<file path="config.mk">
export PLATFORM = sky130hd
export DESIGN_NAME = csa_addsub_pipe
export DESIGN_NICKNAME = d
export VERILOG_FILES = /design/src/rtl/csa_addsub_pipe.sv
export SDC_FILE = /design/constraint.sdc
export NUM_CORES = 1
export LEC_CHECK = 0
export CAP_MARGIN = 40
export CORE_MARGIN = 1.5
export CORE_UTILIZATION = 48
export CTS_CLUSTER_DIAMETER = 50
export CTS_CLUSTER_SIZE = 24
export DETAILED_ROUTE_END_ITERATION = 6
export HOLD_SLACK_MARGIN = 0.1
export PLACE_DENSITY = 0.78
export SYNTH_ARGS = -nofsm -noshare
export SYNTH_HDL_FRONTEND = slang
export SYNTH_SLANG_ARGS = --single-unit
</file>
<file path="constraint.sdc">
create_clock -name clock -period 4.1 [get_ports clock]
set_input_delay 0.82 -clock clock [delete_from_list [all_inputs] [get_ports clock]]
set_output_delay 0.82 -clock clock [all_outputs]
set_load 0.02 [all_outputs]
</file>
<file path="src/rtl/csa_addsub_pipe.sv">
// Pipelined carry-select adder/subtractor with per-stage valid/ready handshake.
// Define CSA_SATURATE_EN to add the sat_en input and clamp the result on signed overflow.
module csa_addsub_pipe #(
    parameter int unsigned WIDTH  = 32,
    parameter int unsigned BLOCK  = 8,
    parameter int unsigned STAGES = 2
) (
    input  logic             clock,
    input  logic             reset,
    input  logic             in_valid,
    output logic             in_ready,
    input  logic             op_sub,
    input  logic             cin,
`ifdef CSA_SATURATE_EN
    input  logic             sat_en,
`endif
    input  logic [WIDTH-1:0] data_a,
    input  logic [WIDTH-1:0] data_b,
    output logic             out_valid,
    input  logic             out_ready,
    output logic [WIDTH-1:0] sum,
    output logic             cout,
    output logic             overflow,
    output logic             is_not_equal,
    output logic             is_less_than
);

    localparam int unsigned NB  = WIDTH / BLOCK;
    localparam int unsigned SPS = (NB + STAGES - 1) / STAGES;

    // b holds the effective (already inverted for subtract) operand, so b[MSB] is sb'.
    typedef struct packed {
        logic [WIDTH-1:0] a;
        logic [WIDTH-1:0] b;
        logic [WIDTH-1:0] sum;
        logic             carry;
        logic             sub;
        logic             sat;
        logic             ovf;
        logic             ne;
        logic             lt;
    } beat_t;

    beat_t             in_beat;
    beat_t             src_arr [STAGES+1];
    beat_t             st_d    [STAGES];
    beat_t             st_q    [STAGES];
    logic [STAGES-1:0] v_d;
    logic [STAGES-1:0] v_q;
    logic [STAGES-1:0] rdy;
    logic [STAGES-1:0] load;
    logic [STAGES:0]   vchain;
    logic              rdy_run;
    logic              seg_c;
    logic              ovf_w;
    logic [BLOCK:0]    s0;
    logic [BLOCK:0]    s1;

    always_comb begin
        in_beat       = '0;
        in_beat.a     = data_a;
        in_beat.b     = op_sub ? ~data_b : data_b;
        in_beat.carry = op_sub | cin;
        in_beat.sub   = op_sub;
`ifdef CSA_SATURATE_EN
        in_beat.sat   = sat_en;
`endif
    end

    always_comb begin
        src_arr[0] = in_beat;
        for (int unsigned k = 0; k < STAGES; k++) begin
            src_arr[k+1] = st_q[k];
        end
    end

    // Ready ripples from the output back towards the input within the same cycle.
    always_comb begin
        rdy     = '0;
        rdy_run = out_ready;
        for (int unsigned j = 0; j < STAGES; j++) begin
            rdy_run            = ~v_q[STAGES-1-j] | rdy_run;
            rdy[STAGES-1-j]    = rdy_run;
        end
    end

    always_comb begin
        vchain = {v_q, in_valid};
        load   = '0;
        v_d    = '0;
        for (int unsigned k = 0; k < STAGES; k++) begin
            load[k] = vchain[k] & rdy[k];
            v_d[k]  = rdy[k] ? vchain[k] : v_q[k];
        end
    end

    always_comb begin
        seg_c = 1'b0;
        ovf_w = 1'b0;
        s0    = '0;
        s1    = '0;
        for (int unsigned k = 0; k < STAGES; k++) begin
            st_d[k] = src_arr[k];
            seg_c   = src_arr[k].carry;
            for (int unsigned s = 0; s < NB; s++) begin
                if (s >= k * SPS && s < (k + 1) * SPS) begin
                    s0 = {1'b0, src_arr[k].a[s*BLOCK +: BLOCK]} + {1'b0, src_arr[k].b[s*BLOCK +: BLOCK]};
                    s1 = {1'b0, src_arr[k].a[s*BLOCK +: BLOCK]} + {1'b0, src_arr[k].b[s*BLOCK +: BLOCK]}
                         + {{BLOCK{1'b0}}, 1'b1};
                    st_d[k].sum[s*BLOCK +: BLOCK] = seg_c ? s1[BLOCK-1:0] : s0[BLOCK-1:0];
                    seg_c = seg_c ? s1[BLOCK] : s0[BLOCK];
                end
            end
            st_d[k].carry = seg_c;
            if (k == STAGES - 1) begin
                ovf_w = (src_arr[k].a[WIDTH-1] ^ src_arr[k].b[WIDTH-1]) ? 1'b0
                      : (st_d[k].sum[WIDTH-1] ^ src_arr[k].a[WIDTH-1]);
                st_d[k].ovf = ovf_w;
                st_d[k].lt  = src_arr[k].sub & (st_d[k].sum[WIDTH-1] ^ ovf_w);
                st_d[k].ne  = src_arr[k].sub & (|st_d[k].sum);
`ifdef CSA_SATURATE_EN
                // Clamp after the flags so they describe the unsaturated result.
                if (src_arr[k].sat && ovf_w) begin
                    st_d[k].sum = src_arr[k].a[WIDTH-1] ? {1'b1, {(WIDTH-1){1'b0}}}
                                                        : {1'b0, {(WIDTH-1){1'b1}}};
                end
`endif
            end
        end
    end

    always_ff @(posedge clock) begin
        if (reset) begin
            v_q <= '0;
            for (int unsigned k = 0; k < STAGES; k++) begin
                st_q[k] <= '0;
            end
        end else begin
            v_q <= v_d;
            for (int unsigned k = 0; k < STAGES; k++) begin
                if (load[k]) begin
                    st_q[k] <= st_d[k];
                end
            end
        end
    end

    assign in_ready     = rdy[0];
    assign out_valid    = v_q[STAGES-1];
    assign sum          = st_q[STAGES-1].sum;
    assign cout         = st_q[STAGES-1].carry;
    assign overflow     = st_q[STAGES-1].ovf;
    assign is_not_equal = st_q[STAGES-1].ne;
    assign is_less_than = st_q[STAGES-1].lt;

endmodule

</file>
==> results of run 1 <==
critical path, delay by kind of cell:
| kind | cells | cell delay, ns |
|---|---|---|
| AOI/OAI and AO/OA | 4 | 1.09 |
| and+or+nand+nor | 4 | 0.77 |
| buffers and inverters | 1 | 0.47 |
| muxes | 1 | 0.30 |
| adders and majority gates | 1 | 0.26 |
| xor gates and xnor gates | 1 | 0.19 |
cell type report:
class | count | area share
clock buffer | 10 | 0.03109
multi-input combinational | 410 | 0.4020
inverter | 20 | 0.01019
sequential | 88 | 0.3561
timing repair buffer | 122 | 0.1617
tap | 143 | 0.02430
clock inverter | 6 | 0.01461
kinds of logic after synthesis:
kind of cell | share of synthesized area
buffers and inverters | 0.02606
flip-flops | 0.4589
AND/OR/NAND/NOR | 0.1795
AO/OA/AOI/OAI | 0.1171
XOR/XNOR | 0.1147
multiplexers | 0.01073
adder cells (fa/ha/maj) | 0.09284
registers in the layout, indices dropped and copies added, names as in the netlist:
name and count:
st_q 86, v_q 2
worst max-delay path by stage:
stage          slack (ns)                         to  cells past startpoint       from
2_1_floorplan        0.05  st_q[0][19]$_SDFFCE_PN0P_                     15     op_sub
3_3_place_gp      -0.0005  st_q[0][19]$_SDFFCE_PN0P_                     12  data_b[1]
3_5_place_dp        -0.03  st_q[0][19]$_SDFFCE_PN0P_                     12  data_b[1]
4_1_cts              0.31  st_q[0][19]$_SDFFCE_PN0P_                     12  data_b[1]
5_1_grt              0.09  st_q[0][19]$_SDFFCE_PN0P_                     12  data_b[1]
6_report             0.30  st_q[0][19]$_SDFFCE_PN0P_                     12  data_b[1]
Yosys cell counts, drive strengths merged (3+ instances only):
master / instances / share of area
edfxtp: 86 / 0.45
nor2: 69 / 0.046
xnor2: 41 / 0.064
and2: 36 / 0.039
ha: 36 / 0.079
xor2: 33 / 0.051
a21oi: 24 / 0.021
inv: 20 / 0.013
nand2: 18 / 0.012
o21ai: 16 / 0.014
clkbuf: 13 / 0.0085
nand3: 13 / 0.012
nor3: 13 / 0.013
a21o: 10 / 0.013
a211oi: 9 / 0.014
nand4: 8 / 0.0088
nand2b: 7 / 0.0077
o21a: 7 / 0.0092
and3: 6 / 0.0066
buf: 5 / 0.0044
mux2i: 5 / 0.0088
nor2b: 5 / 0.0055
nor4: 5 / 0.0055
o21bai: 5 / 0.0066
or2: 5 / 0.0055
fa: 4 / 0.014
o211ai: 4 / 0.0053
and4: 3 / 0.0046
or3: 3 / 0.0033
power by group:
part / total [mW] / internal, mW / switching, mW
sequential: 1.13 / 1.10 / 0.0367
clock: 0.912 / 0.593 / 0.319
combinational: 0.883 / 0.407 / 0.476
total: 2.93 / 2.10 / 0.832
through the flow:
step / hold WS [ns] / power [mW] / std cells / area (um^2)
after floorplan: 0.4778 / 1.725 / 536 / 5717
after detailed placement: 0.5090 / 2.027 / 783 / 7028
after CTS: 0.5147 / 2.940 / 799 / 7365
after global routing: 0.5570 / 3.079 / 799 / 7365
after global placement: 0.4905 / 1.992 / 782 / 7008
final: 0.5110 / 2.930 / 799 / 7365
per-layer routing:
metal / vias up / share of wire / GRT usage
met1: 1969 / 0.48 / 0.2706
met2: 147 / 0.46 / 0.3059
li1: 2149 / - / -
met4: 0 / 0.015 / 0.06498
met5: - / 0 / 0
met3: 14 / 0.051 / 0.02916
==> results_dict.tcl, run 1 <==
set metrics [dict create \
    status "finished, violations left" \
    violations "DRC" \
    grt_pass1_vias 4114 \
    avgRoutedWirePerCell_um 14.41 \
    htree_num_levels 3 \
    cts_buffers 9 \
    dieArea_um2 12570 \
    num_io_pins 108 \
    multi_input_area_um2 2960 \
    hpwl_um 9024 \
    layout.nets 761 \
    syn-num-nets 646 \
    setup_ws_ns 0.3029 \
    p_leak_nw 2.903 \
    post_cts_buffers 0 \
    syn_to_final_growth_pct 28.88 \
    hold_viol 0 \
    yosysWarningCount 0 \
    synth_edf_count 86 \
    seq_area_frac_synth 0.4589 \
    layout_common_cells "clkdlybuf4s50_1, edfxtp_1, nor2_1" \
    synth-main-ff-cell "edfxtp_1" \
    grt_max_degree 45 \
    place_congestion 0.8899 \
    insertion_delay_ns 0.33 \
    layout-drive-gt1-share 0.08079 \
    critPathMaxStageDelay_ns 0.47 \
    critPathKind "in2reg" \
    avgSynthCellArea_um2 10.66 \
    ctsHoldBuffers 0 \
    wl_um 11510 \
    ys_seq_elements 88 \
    diodes 0 \
    period_minus_slack_ns 3.797 \
    cts_tree "yes" \
    ir_worst_vdd_mv 0.1744 \
    r2r_setup_slack_ns 0.60 \
    route.detailed.drc 8 \
    cts_resized 0 \
    crit_slowest_cell "clkdlybuf4s50_1" \
    arrival_ns 3.88 \
    via_per_inst 5.355 \
    clk_pin_slew_ns 0.06 \
    regToRegEndpoint "st_q[0][104]$_SDFFCE_PN0P_" \
    hold_end "v_q[1]$_SDFFE_PP0P_" \
    fp.dieH_um 112.1 \
    hold_path_depth 2 \
    dpl_worst_slack_ns -0.03429 \
    antenna_found_initial 0 \
    syn_area_um2 5714 \
    worstMarginPinSlew_ns 0.7381 \
    die_w_um 112.1 \
    fmax_mhz 263.4 \
    drtAntennaViolNets 0 \
    n_fill_cell 921 \
    start_util 0.4962 \
    min-delay-start "v_q[0]$_SDFFE_PP0N_" \
    cts-root-buf "clkbuf_16" \
    slew_headroom 0.5079 \
    vias 4279 \
    setup_viol 0 \
    startpoint_type "primary input" \
    drt_first_pass_iters 6 \
    fin_setup_tns_ns 0 \
    r2r-start "st_q[0][54]$_SDFFCE_PN0P_" \
    overflow 0 \
    p_per_area_nw_per_um2 397.8 \
    finClkSkew_ns 0.006119 \
    crit_path_end_kind "flop" \
    grt_pass1_wl_um 19530 \
    grt_use_total 0.1919 \
    core_area_um2 11520 \
    dr.first_iter.drc_count 204 \
    syn_inst 536 \
    async_flop_share 0 \
    regArea_um2 2623 \
    final_common_cell "clkdlybuf4s50_1" \
    num_rows 39 \
    finalCoreUtilization 0.6395 \
    hold_path.class "reg2reg" \
    cts.sinks 88 \
    r2r_cells 11 \
    worstPathRequired_ns 4.18 \
    clock_path_buffers 2 \
    fin_crit_sh 0.9261 \
    crit_chain "clkdlybuf4s50_1 -> xor2_1 -> ha_1 -> a21o_1 -> a21oi_1 -> nor2b_1 -> o31a_1 -> a2111oi_4 -> nand3_2 -> or3_1 -> and3_1 -> mux2_1" \
    worstPathMaxFanout 3 \
    ys_types 59 \
    io_buffers 107 \
    cap_viol_max_count 0 \
    finalMaxSlewViolations 0 \
    grt_setup_unrepaired "false" \
]
No activity file was read; power rests on OpenSTA's default activity.
==> run 2, diff against run 1 <==
CORE_UTILIZATION = 50   (was 48)
CTS_CLUSTER_DIAMETER = 80   (was 50)
DONT_BUFFER_PORTS = 1   (was not set)
PLACE_DENSITY = 0.69   (was 0.78)
==> results_dict.tcl, run 2 (synthesized netlist as in run 1, its figures left out) <==
set metrics [dict create \
    worstPathRequired_ns 4.12 \
    grt_max_degree 43 \
    antenna_found_initial 1 \
    cts-root-buf "clkbuf_16" \
    crit_slowest_cell "or4b_4" \
    finalCoreUtilization 0.5646 \
    vias 3805 \
    fmax_mhz 277.2 \
    status "completed" \
    post_cts_buffers 0 \
    cts.sinks 88 \
    hold_path.class "reg2reg" \
    critPathKind "reg2reg" \
    largestRegisters "st_q (86), v_q (2)" \
    die_w_um 109.9 \
    dpl_worst_slack_ns 0.3536 \
    cts_resized 0 \
    core_area_um2 10980 \
    layout-drive-gt1-share 0.07407 \
    ir_worst_vdd_mv 0.1981 \
    min-delay-start "v_q[0]$_SDFFE_PP0N_" \
    fin_crit_sh 0.8800 \
    worstPathMaxFanout 8 \
    crit_path_end_kind "flop" \
    period_minus_slack_ns 3.608 \
    critPathMaxStageDelay_ns 0.55 \
    arrival_ns 3.63 \
    dieArea_um2 12080 \
    num_io_pins 108 \
    route.detailed.drc 0 \
    ctsHoldBuffers 0 \
    regMostFlops "st_q" \
    place_congestion 0.8666 \
    fin_setup_tns_ns 0 \
    final_common_cell "edfxtp_1" \
    startpoint_type "flop" \
    grt_pass1_vias 3820 \
    overflow 0 \
    p_per_area_nw_per_um2 426.1 \
    start_util 0.5203 \
    whs_ns 0.5083 \
    largest_reg_flops 86 \
    layout.nets 645 \
    drtAntennaViolNets 0 \
    htree_num_levels 3 \
    drt_first_pass_iters 4 \
    grt_pass1_wl_um 18350 \
    clock_path_buffers 2 \
    io_buffers 0 \
    cp-startpoint "st_q[0][54]$_SDFFCE_PN0P_" \
    cap_viol_max_count 0 \
    r2r-start "st_q[0][54]$_SDFFCE_PN0P_" \
    cts_tree "yes" \
    finalMaxSlewViolations 0 \
    syn_to_final_growth_pct 8.518 \
    setup_ws_ns 0.4919 \
    grt_use_total 0.2003 \
    slew_headroom 0.5148 \
    via_per_inst 5.587 \
    cp_top_family "simple AND/OR/NAND/NOR gates" \
    dr.first_iter.drc_count 223 \
    layout_common_cells "edfxtp_1, nor2_1, xnor2_1" \
    total_power_mw 2.642 \
    grt_setup_unrepaired "false" \
    hold_viol 0 \
    clk_pin_slew_ns 0.06 \
    fp.dieH_um 109.9 \
    cp_num_buf_inv 0 \
    cts_buffers 9 \
    avgRoutedWirePerCell_um 16.56 \
    num_rows 38 \
    wl_um 11280 \
    p_leak_nw 2.430 \
    hpwl_um 8793 \
    finClkSkew_ns 0.007834 \
    setup_viol 0 \
    worstMarginPinSlew_ns 0.7278 \
    crit_chain "ha_1 -> fa_1 -> a211oi_2 -> o22ai_1 -> or4b_4 -> a2111oi_4 -> xnor2_2 -> nor3b_1 -> a21oi_1 -> nor3_1 -> a41oi_1" \
    insertion_delay_ns 0.33 \
]
-- run 2: cell types whose count changed in the layout (fill, tap and decap cells not counted), moves of 2 or more --
cell,delta
buf_4,-10
bufinv_16,-2
clkbuf_1,+4
clkdlybuf4s50_1,-106
-- run 2: path summary, 6_finish.rpt --
kind                                              endpoint  slack (ns)  cells after the start
worst min-delay path                   v_q[1]$_SDFFE_PP0P_        0.51                      2
worst min register to register         v_q[1]$_SDFFE_PP0P_        0.51                      2
worst max-delay path            st_q[0][103]$_SDFFCE_PN0P_        0.49                     11
worst max register to register  st_q[0][103]$_SDFFCE_PN0P_        0.49                     11
-- run 2: routing by layer --
metal,vias up,global-route usage,wire length [um]
met5,-,0,11
met4,2,0.07421,180
met3,19,0.04920,666
met2,114,0.3336,5546
met1,1745,0.2514,4869
li1,1925,-,-
-- run 2: cell type report --
cell class                      instances  area, um^2
Fill cell                             905        4782
Multi-Input combinational cell        410        2960
Sequential cell                        88        2623
Clock buffer                           15       257.7
Tap cell                              140       175.2
Timing Repair Buffer                    6       77.57
Inverter                               20       75.07
Clock inverter                          1       30.03
Antenna cell                            1       2.502
-- run 2: stage by stage --
stage,area [um^2],cells
finish,6201,681
global route,6198,680
CTS,6198,680
detailed placement,5911,664
global placement,5863,662
floorplan,5717,536
-- run 2: worst register-to-register path: cells and delay by family (launching register included) --
kind	cells	cell delay, ns
AOI/OAI and AO/OA	5	0.99
adders and majority gates	2	0.70
DFF	1	0.37
and+or+nand+nor	3	1.00
xor gates and xnor gates	1	0.23
-- run 2: power breakdown --
group,total (mW),internal (mW),switching (mW)
Combinational,0.656,0.276,0.381
Clock,0.795,0.490,0.305
Sequential,1.19,1.10,0.0883
